**src/rtl/adder_rr_scheduler_if.sv**
```systemverilog
// Request/response bundle between the client blocks and the shared-adder scheduler.
interface adder_rr_scheduler_if #(
  parameter int NREQ = 4,
  parameter int IDW  = 2
);
  logic [NREQ-1:0]   req_valid;
  logic [NREQ-1:0]   req_ready;
  logic [8*NREQ-1:0] req_a;
  logic [8*NREQ-1:0] req_b;
  logic [NREQ-1:0]   req_sub;
  logic              rsp_valid;
  logic              rsp_ready;
  logic [IDW-1:0]    rsp_id;
  logic [7:0]        rsp_sum;
  logic              rsp_ovf;
  logic              busy;

  modport master (
    output req_valid, req_a, req_b, req_sub, rsp_ready,
    input  req_ready, rsp_valid, rsp_id, rsp_sum, rsp_ovf, busy
  );

  modport slave (
    input  req_valid, req_a, req_b, req_sub, rsp_ready,
    output req_ready, rsp_valid, rsp_id, rsp_sum, rsp_ovf, busy
  );
endinterface

```
**src/rtl/adder_rr_scheduler.sv**
```systemverilog
// Round-robin scheduler sharing one 8-bit signed ripple adder between NREQ requesters.
// Each operation runs IDLE (grant) -> EXEC (add) -> RESP (hold until consumed).

// 8-bit ripple adder; Cout reports signed overflow rather than the raw carry out.
module full_Adder (
  input  logic [7:0] A,
  input  logic [7:0] B,
  input  logic       Cin,
  output logic [7:0] Sum,
  output logic       Cout
);
  logic [8:0] carry;

  // Ripple bit by bit; overflow is the carry into the MSB differing from the carry out of it.
  always_comb begin
    carry    = '0;
    carry[0] = Cin;
    Sum      = '0;
    for (int i = 0; i < 8; i++) begin
      Sum[i]       = A[i] ^ B[i] ^ carry[i];
      carry[i+1]   = (A[i] & B[i]) | (carry[i] & (A[i] ^ B[i]));
    end
    Cout = carry[8] ^ carry[7];
  end
endmodule

module adder_rr_scheduler #(
  parameter int NREQ = 4,
  parameter int IDW  = 2
) (
  input logic                  clk,
  input logic                  rst_n,
  adder_rr_scheduler_if.slave  bus
);
  typedef enum logic [1:0] {
    IDLE = 2'd0,
    EXEC = 2'd1,
    RESP = 2'd2
  } state_e;

  state_e         state_q, state_d;
  logic [IDW-1:0] rr_ptr_q, rr_ptr_d;
  logic [7:0]     a_q, a_d;
  logic [7:0]     b_q, b_d;
  logic           sub_q, sub_d;
  logic [IDW-1:0] id_q, id_d;
  logic           rsp_valid_q, rsp_valid_d;
  logic [IDW-1:0] rsp_id_q, rsp_id_d;
  logic [7:0]     rsp_sum_q, rsp_sum_d;
  logic           rsp_ovf_q, rsp_ovf_d;

  logic           grant_found;
  logic [IDW-1:0] grant_idx;
  logic [IDW-1:0] scan_idx;
  logic [7:0]     sel_a, sel_b;
  logic           sel_sub;
  logic           accept;
  logic [7:0]     add_b, add_sum;
  logic           add_ovf;

  // Round-robin search starting at rr_ptr; wraps at NREQ, which need not be a power of two.
  always_comb begin
    grant_found = 1'b0;
    grant_idx   = '0;
    scan_idx    = rr_ptr_q;
    for (int j = 0; j < NREQ; j++) begin
      if (!grant_found && bus.req_valid[scan_idx]) begin
        grant_found = 1'b1;
        grant_idx   = scan_idx;
      end
      scan_idx = (scan_idx == IDW'(NREQ - 1)) ? '0 : scan_idx + 1'b1;
    end
  end

  // Pick the granted requester's payload out of the flattened operand buses.
  always_comb begin
    sel_a   = '0;
    sel_b   = '0;
    sel_sub = 1'b0;
    for (int j = 0; j < NREQ; j++) begin
      if (grant_idx == IDW'(j)) begin
        sel_a   = bus.req_a[8*j +: 8];
        sel_b   = bus.req_b[8*j +: 8];
        sel_sub = bus.req_sub[j];
      end
    end
  end

  assign accept = (state_q == IDLE) && grant_found;

  // Subtraction is A + ~B + 1, so the shared adder serves both operations.
  assign add_b = sub_q ? ~b_q : b_q;

  full_Adder u_adder (
    .A    (a_q),
    .B    (add_b),
    .Cin  (sub_q),
    .Sum  (add_sum),
    .Cout (add_ovf)
  );

  // FSM state register; reset drops any in-flight operation.
  always_ff @(posedge clk or negedge rst_n) begin
    if (!rst_n) state_q <= IDLE;
    else        state_q <= state_d;
  end

  // FSM next state: one cycle of execution, then wait for the response to be consumed.
  always_comb begin
    state_d = state_q;
    case (state_q)
      IDLE:    if (grant_found) state_d = EXEC;
      EXEC:    state_d = RESP;
      RESP:    if (rsp_valid_q && bus.rsp_ready) state_d = IDLE;
      default: state_d = IDLE;
    endcase
  end

  // FSM outputs: the grant is only offered while idle and out of reset.
  always_comb begin
    bus.req_ready = '0;
    if (state_q == IDLE && grant_found && rst_n) bus.req_ready[grant_idx] = 1'b1;
    bus.busy = (state_q != IDLE);
  end

  // Datapath next values: latch operands on accept, capture the result in EXEC, retire on handshake.
  always_comb begin
    rr_ptr_d    = rr_ptr_q;
    a_d         = a_q;
    b_d         = b_q;
    sub_d       = sub_q;
    id_d        = id_q;
    rsp_valid_d = rsp_valid_q;
    rsp_id_d    = rsp_id_q;
    rsp_sum_d   = rsp_sum_q;
    rsp_ovf_d   = rsp_ovf_q;
    if (accept) begin
      a_d      = sel_a;
      b_d      = sel_b;
      sub_d    = sel_sub;
      id_d     = grant_idx;
      rr_ptr_d = (grant_idx == IDW'(NREQ - 1)) ? '0 : grant_idx + 1'b1;
    end
    if (state_q == EXEC) begin
      rsp_sum_d   = add_sum;
      rsp_ovf_d   = add_ovf;
      rsp_id_d    = id_q;
      rsp_valid_d = 1'b1;
    end
    if (state_q == RESP && rsp_valid_q && bus.rsp_ready) rsp_valid_d = 1'b0;
  end

  // Datapath registers.
  always_ff @(posedge clk or negedge rst_n) begin
    if (!rst_n) begin
      rr_ptr_q    <= '0;
      a_q         <= '0;
      b_q         <= '0;
      sub_q       <= 1'b0;
      id_q        <= '0;
      rsp_valid_q <= 1'b0;
      rsp_id_q    <= '0;
      rsp_sum_q   <= '0;
      rsp_ovf_q   <= 1'b0;
    end else begin
      rr_ptr_q    <= rr_ptr_d;
      a_q         <= a_d;
      b_q         <= b_d;
      sub_q       <= sub_d;
      id_q        <= id_d;
      rsp_valid_q <= rsp_valid_d;
      rsp_id_q    <= rsp_id_d;
      rsp_sum_q   <= rsp_sum_d;
      rsp_ovf_q   <= rsp_ovf_d;
    end
  end

  assign bus.rsp_valid = rsp_valid_q;
  assign bus.rsp_id    = rsp_id_q;
  assign bus.rsp_sum   = rsp_sum_q;
  assign bus.rsp_ovf   = rsp_ovf_q;
endmodule

```
**src/flat_wrapper.sv**
```systemverilog
// flat-port wrapper written by rule: the top's interface ports become plain ports
module adder_rr_scheduler_flat 
#(
  parameter int NREQ = 4,
  parameter int IDW  = 2
)
  (clk, rst_n, bus_req_valid, bus_req_a, bus_req_b, bus_req_sub, bus_rsp_ready, bus_req_ready, bus_rsp_valid, bus_rsp_id, bus_rsp_sum, bus_rsp_ovf, bus_busy);
  adder_rr_scheduler_if #(.NREQ(NREQ), .IDW(IDW)) bus_i ();
  input logic clk;
  input logic rst_n;
  input wire logic [$bits(bus_i.req_valid)-1:0] bus_req_valid;
  input wire logic [$bits(bus_i.req_a)-1:0] bus_req_a;
  input wire logic [$bits(bus_i.req_b)-1:0] bus_req_b;
  input wire logic [$bits(bus_i.req_sub)-1:0] bus_req_sub;
  input wire logic [$bits(bus_i.rsp_ready)-1:0] bus_rsp_ready;
  output wire logic [$bits(bus_i.req_ready)-1:0] bus_req_ready;
  output wire logic [$bits(bus_i.rsp_valid)-1:0] bus_rsp_valid;
  output wire logic [$bits(bus_i.rsp_id)-1:0] bus_rsp_id;
  output wire logic [$bits(bus_i.rsp_sum)-1:0] bus_rsp_sum;
  output wire logic [$bits(bus_i.rsp_ovf)-1:0] bus_rsp_ovf;
  output wire logic [$bits(bus_i.busy)-1:0] bus_busy;
  assign bus_i.req_valid = bus_req_valid;
  assign bus_i.req_a = bus_req_a;
  assign bus_i.req_b = bus_req_b;
  assign bus_i.req_sub = bus_req_sub;
  assign bus_i.rsp_ready = bus_rsp_ready;
  assign bus_req_ready = bus_i.req_ready;
  assign bus_rsp_valid = bus_i.rsp_valid;
  assign bus_rsp_id = bus_i.rsp_id;
  assign bus_rsp_sum = bus_i.rsp_sum;
  assign bus_rsp_ovf = bus_i.rsp_ovf;
  assign bus_busy = bus_i.busy;
  adder_rr_scheduler #(.NREQ(NREQ), .IDW(IDW)) u_core (.clk(clk), .rst_n(rst_n), .bus(bus_i));
endmodule
```
**config.mk**
```make
export PLATFORM = sky130hd
export DESIGN_NAME = adder_rr_scheduler_flat
export DESIGN_NICKNAME = d
export VERILOG_FILES = /design/src/rtl/adder_rr_scheduler_if.sv /design/src/rtl/adder_rr_scheduler.sv /design/src/flat_wrapper.sv
export SDC_FILE = /design/constraint.sdc
export NUM_CORES = 1
export LEC_CHECK = 0
export ABC_CLOCK_PERIOD_IN_PS = 7600
export CORE_UTILIZATION = 49
export DETAILED_ROUTE_END_ITERATION = 10
export GPL_TIMING_DRIVEN = 1
export PLACE_DENSITY = 0.89
export SLEW_MARGIN = 20
export SYNTH_ARGS = -nofsm -noshare
export SYNTH_HDL_FRONTEND = slang
export SYNTH_HIERARCHICAL = 1
export SYNTH_SLANG_ARGS = --single-unit
```
**constraint.sdc**
```tcl
create_clock -name clk -period 7.6 [get_ports clk]
set_clock_uncertainty 0.1 [all_clocks]
set_input_delay 1.14 -clock clk [delete_from_list [all_inputs] [get_ports clk]]
set_output_delay 1.14 -clock clk [all_outputs]
set_load 0.05 [all_outputs]
```
; ---- After elaboration in Yosys (flattened, before gate mapping)
; Index checks and enable logic that the tools add are counted.
[word_totals]
regBits = 35
output_inout_bits = 17
inputBits = 75
elab_cells = 130
[op_classes]
magnitude_cmp = 6
n_addsub = 4
reduce_logical = 17
bitwise_logic = 42
n_eq_ne = 10
mux = 41
[op_table]
columns = op, n
row1 = $mux W8, 9
row2 = $mux W2, 10
row3 = $xor A1 B1 Y1, 17
row4 = $and A1 B1 Y1, 16
row5 = $lt A2 B3 Y1 const B, 5
row6 = $mux W1, 15
row7 = $eq A2 B2 Y1 const B, 6
row8 = $logic_and A1 B1 Y1, 9
row9 = $add A2 B1 Y2 const B, 4
row10 = $bmux W1 S2, 4
row11 = $not A8 Y8, 1
row12 = $or A1 B1 Y1, 8
row13 = $pmux W2 S3, 1
row14 = $eq A2 B1 Y1 const B, 2
row15 = $logic_not A2 Y1, 2
row16 = $mux W4, 1
row17 = $ne A2 B1 Y1 const B, 2
row18 = $reduce_bool A2 Y1, 2
row19 = $logic_not A1 Y1, 3
row20 = $demux W1 S2, 1
row21 = $ge A2 B1 Y1 const B, 1
row22 = $reduce_and A2 Y1, 1

; ---- Depth between registers and ports, before layout
[depth]
word_depth = 20
ltp_mapped = 14

; ---- Cells and area by module
; Netlist, hierarchy kept.
[modules_own_cells]
columns = module, area_each_um2, seq_area_each_um2, cells_per_inst, n_inst
row1 = adder_rr_scheduler, 2392.3, 875.8, 230, 1
row2 = full_Adder, 187.7, 0.0, 14, 1

; ---- Worst setup path after synthesis
; Ideal clock, no wire load.
[synth_path]
path_type = input to output
startpoint = input port bus_req_valid[3]
endpoint = output port bus_req_ready[3]
stages = 9
arrival_ns = 3.329
path_slack_ns = 3.031
n_path_buf = 2
cell_sequence = or3b_4 a21oi_1 nor3_1 a211o_1 inv_1 ha_1 clkbuf_1 dlygate4sd1_1 and3_1
[synth_between]
elab_chain_len = 17
[synth_rtl]
columns = item, line
row1 = start: declaration, flat_wrapper.sv:11  ; input wire logic [$bits(bus_i.req_valid)-1:0] bus_req_valid;
row2 = $bmux W1 S2, adder_rr_scheduler.sv:67  ; if (!grant_found && bus.req_valid[scan_idx]) begin
row3 = $mux W1 (not written as such), adder_rr_scheduler.sv:67
row4 = $mux W1, adder_rr_scheduler.sv:67
row5 = $logic_not A1 Y1, adder_rr_scheduler.sv:67
row6 = $logic_and A1 B1 Y1, adder_rr_scheduler.sv:67
row7 = $mux W1, adder_rr_scheduler.sv:67
row8 = $logic_not A1 Y1, adder_rr_scheduler.sv:67
row9 = $logic_and A1 B1 Y1, adder_rr_scheduler.sv:67
row10 = [2 not listed], -
row11 = $logic_and A1 B1 Y1, adder_rr_scheduler.sv:67
row12 = $mux W2 *, adder_rr_scheduler.sv:67
row13 = named net u_core.grant_idx[1], adder_rr_scheduler.sv:53  ; logic [IDW-1:0] grant_idx;
row14 = $lt A2 B3 Y1 (not written as such) or $ge A2 B1 Y1 (tied branches), adder_rr_scheduler.sv:122  ; if (state_q == IDLE && grant_found && rst_n) bus.req_ready[grant_idx] = 1'b1;
row15 = $logic_and A1 B1 Y1 (not written as such), adder_rr_scheduler.sv:122
row16 = $mux W1 (not written as such), adder_rr_scheduler.sv:122
row17 = $demux W1 S2 *, -
row18 = $mux W4 *, adder_rr_scheduler.sv:122
row19 = end: declaration, flat_wrapper.sv:16  ; output wire logic [$bits(bus_i.req_ready)-1:0] bus_req_ready;
; The timed path passes the listed nets; every way through them passes the cells marked *. The select of a mux whose other input is x is not followed.

; ---- Worst setup path after layout
[layout_path]
startpoint = input port bus_req_valid[1]
endpoint = output port bus_req_ready[1]
[layout_between]
elab_chain_len = 17
[layout_rtl]
columns = item, line
row1 = $bmux W1 S2, adder_rr_scheduler.sv:67
row2 = $mux W1 (not written as such), adder_rr_scheduler.sv:67
row3 = $mux W1, adder_rr_scheduler.sv:67
row4 = $logic_not A1 Y1, adder_rr_scheduler.sv:67
row5 = $logic_and A1 B1 Y1, adder_rr_scheduler.sv:67
row6 = $mux W1, adder_rr_scheduler.sv:67
row7 = $logic_not A1 Y1, adder_rr_scheduler.sv:67
row8 = $logic_and A1 B1 Y1, adder_rr_scheduler.sv:67
row9 = $mux W1, adder_rr_scheduler.sv:67
row10 = $logic_not A1 Y1, adder_rr_scheduler.sv:67
row11 = $logic_and A1 B1 Y1, adder_rr_scheduler.sv:67
row12 = $mux W2, adder_rr_scheduler.sv:67
row13 = $lt A2 B3 Y1 (not written as such) or $ge A2 B1 Y1 (tied branches), adder_rr_scheduler.sv:122
row14 = $logic_and A1 B1 Y1 (not written as such), adder_rr_scheduler.sv:122
row15 = $mux W1 (not written as such), adder_rr_scheduler.sv:122
row16 = $demux W1 S2, -
row17 = $mux W4 *, adder_rr_scheduler.sv:122
; Every way passes the cells marked *; elsewhere a longest branch is shown, timed or not. The select of a mux whose other input is x is not followed.

==> metrics.md <==
| Metric | Value |
|---|---|
| Status | completed |
| Mapped Area | 0.00258 sq mm |
| Setup-failing EPs final | 0 |
| Setup crit start kind | input pin |
| Resize count post-CTS | 0 |
| Inserted Clock Buffers | 5 |
| H-Tree Level Count | 2 |
| RSZ-0062 raised after global routing | false |
| Pre-antenna DRT Iters | 4 |
| Area growth syn-to-layout | 38.2% |
| Post-DR vias/cell | 5.50 |
| Post-synth top area share | 0.339 |
| Synth area leaders | dfrtp_1 (34%), mux2_4 (8.1%), mux2_2 (7.9%) |
| Number of synthesized flops with an enable pin | 0 |
| Hold WC Path Type | flip-flop to flip-flop |
| Number of nets with antenna violations after routing | 0 |
| Clk slew on worst S/H paths | 0.07 ns |
| Root buf cell | clkbuf_8 |
| Synth async-reset ratio | 1.00 |
| Pin count of the biggest net entering global routing | 40 |
| Multi-input gate area | 0.00155 sq mm |
| R2R setup slack | 3.04 ns |
| Pwr per Cell Area | 573 mW/mm^2 |
| CTS Sinks | 35 |
| RD Place Congestion | 0.789 |
| Latest clock arrival within the worst-skew pair | 0.28 ns |
| Vias | 2174 |
| Post-route setup slack | 1.90 ns |
| Synth cell count leaders | dfrtp_1 (35), nand2_1 (21), nor2b_1 (20) |
| DIE WIDTH | 74.6 microns |
| Post-Syn Area per Cell | 10.6 sq um |
| Die Area | 0.00556 sq mm |
| Ant diodes | 0 |
| Global-route wire length before repair | 9.54 mm |
| Final Cycle Share | 0.750 |
| Placeable Area | 0.00507 sq mm |
| Grt total ovfl | 0 |
| Layout cell share with drive strength beyond 1 | 0.163 |
| Starting density of the core | 0.508 |
| CP endpoint kind | output port |
| Post-detail-place hpwl | 4.55 mm |
| Seq cells post-synth | 35 |
| Die Height | 74.6 microns |
| Worst hold slack | 0.394 ns |
| GRT Util Overall | 0.229 |
| Final Max Slew Viols | 0 |
| Max-cap violations | 0 |
| Final Routed Wirelength | 5.98 mm |
| CTS tree | built |
| Deepest clock path buffer count | 2 |
| Vias in the first global route | 1995 |
| Initial antenna violation count | 0 |
| Post-CTS Setup Inserts | 0 |
| Pre-CTS WS | 1.92 ns |
| CTS hold repair buffers | 0 |
| WL/cell | 15.1 microns |
| F_max | 175 MHz |
| WP data required | 6.36 ns |
| Yosys top cell by area | dfrtp_1 |
| Post-Synthesis Cells | 244 |
| Top-count cell post-synth | dfrtp_1 |
| Worst Setup Path Type | input pin to output port |
| Yosys warning count | 6 |
| Cell variety after synth | 42 |
| Leak | 1.50 nW |
| Input/output buffers | 91 |
| Crit Path Max Fanout | 20 |
| Fillers | 366 |
| Syn_nets | 332 |
| Final nets | 413 |
| Cell Rows | 26 |
| Sequential share of the synthesized area | 0.339 |
| Worst-Margin Slew | 0.954 ns |
| Rel. slew slack | 0.363 |
| Min Tclk post-route | 5.70 ns |
| Post-route setup TNS | 0 ns |
| DRT iter0 DRCs | 112 |
| Io pins | 92 |
| DRC | 0 |
| Worst vdd ir | 0.261 mV |
| Sequential Area | 876 sq um |
| Critical path arrival | 4.46 ns |
| Top FF cell, synth | dfrtp_1 |
| Hold Vio Cnt, Final | 0 |
through the flow:
stage | utilization | std cells | instance area, sq um | power, mW
3_3_place_gp | 0.685 | 388 | 3480 | 1.83
3_5_place_dp | 0.685 | 388 | 3480 | 1.90
2_1_floorplan | - | 244 | 2580 | 1.58
5_1_grt | 0.703 | 395 | 3570 | 2.21
6_report | 0.703 | 395 | 3570 | 2.04
4_1_cts | 0.702 | 395 | 3560 | 2.05
metal layers:
| layer | share of wire | wire, microns | GRT usage |
|---|---|---|---|
| met5 | 0 | 0 | 0 |
| met4 | 0.013 | 80 | 0.0692 |
| met3 | 0.055 | 330 | 0.0434 |
| met2 | 0.49 | 2940 | 0.366 |
| met1 | 0.44 | 2640 | 0.316 |
power by group:
part / switching (mW) / internal [mW]
Sequential: 0.0904 / 0.293
Combinational: 0.809 / 0.717
Clock: 0.0636 / 0.0710
final timing paths:
| kind | startpoint | to | cells past startpoint |
|---|---|---|---|
| worst max-delay path | bus_req_valid[1] | bus_req_ready[1] | 8 |
| worst min-delay path | u_core/state_q[1]$_DFFE_PN0P_ | u_core/bus.rsp_valid$_DFFE_PN0P_ | 1 |
| worst max register to register | u_core/sub_q$_DFFE_PN0N_ | u_core/bus.rsp_ovf$_DFFE_PN0P_ | 13 |
| max in group asynchronous | rst_n | u_core/sub_q$_DFFE_PN0N_ | 2 |
| worst min register to register | u_core/state_q[1]$_DFFE_PN0P_ | u_core/bus.rsp_valid$_DFFE_PN0P_ | 1 |
| min in group asynchronous | rst_n | u_core/a_q[2]$_DFFE_PN0N_ | 2 |
cell usage in the layout (no fill, tap or decap), types with 2 or more instances in the layout:
| cell | Yosys | final |
|---|---|---|
| a21oi_1 | 7 | 7 |
| a21oi_4 | 2 | 2 |
| a221oi_1 | 16 | 16 |
| a31o_2 | 2 | 2 |
| and3_1 | 4 | 4 |
| buf_4 | 2 | 3 |
| clkbuf_8 | 0 | 6 |
| clkdlybuf4s50_1 | 0 | 90 |
| dfrtp_1 | 35 | 35 |
| fa_1 | 8 | 8 |
| ha_1 | 5 | 5 |
| inv_1 | 10 | 10 |
| mux2_2 | 18 | 18 |
| mux2_4 | 14 | 14 |
| mux2i_1 | 5 | 5 |
| nand2_1 | 21 | 21 |
| nor2_1 | 6 | 6 |
| nor2b_1 | 20 | 19 |
| o211ai_1 | 2 | 2 |
| o21ai_0 | 6 | 6 |
| o31ai_1 | 16 | 16 |
| xor2_1 | 9 | 9 |
critical path, stage by stage:
cell             delay (ns)
clkdlybuf4s50_1        0.57
or3b_1                 0.45
o22a_2                 0.25
nor4_1                 0.17
a211o_1                0.19
ha_1                   0.65
and3_1                 0.26
clkdlybuf4s50_1        0.79
cell type report:
cell class                      instances  area share
Timing Repair Buffer                   94       0.260
Clock buffer                            6      0.0232
Sequential cell                        35       0.246
Tap cell                               70      0.0246
Multi-Input combinational cell        179       0.434
Inverter                               10      0.0105
Clock inverter                          1     0.00140
flip-flops by register name, indices dropped and copies added, names as in the netlist:
register	count
u_core/sub_q	1
u_core/rr_ptr_q	2
u_core/state_q	2
u_core/bus.rsp_id	2
u_core/a_q	8
u_core/bus.rsp_ovf	1
u_core/bus.rsp_sum	8
u_core/id_q	2
u_core/bus.rsp_valid	1
u_core/b_q	8
cells by family after synthesis:
kind of cell | synth area share
flops | 0.339
xor+xnor | 0.0306
buf+inv | 0.0611
compound gates | 0.177
mux | 0.179
fa+ha+maj | 0.0863
simple gates | 0.127
Power figures use the tool's default switching activity.
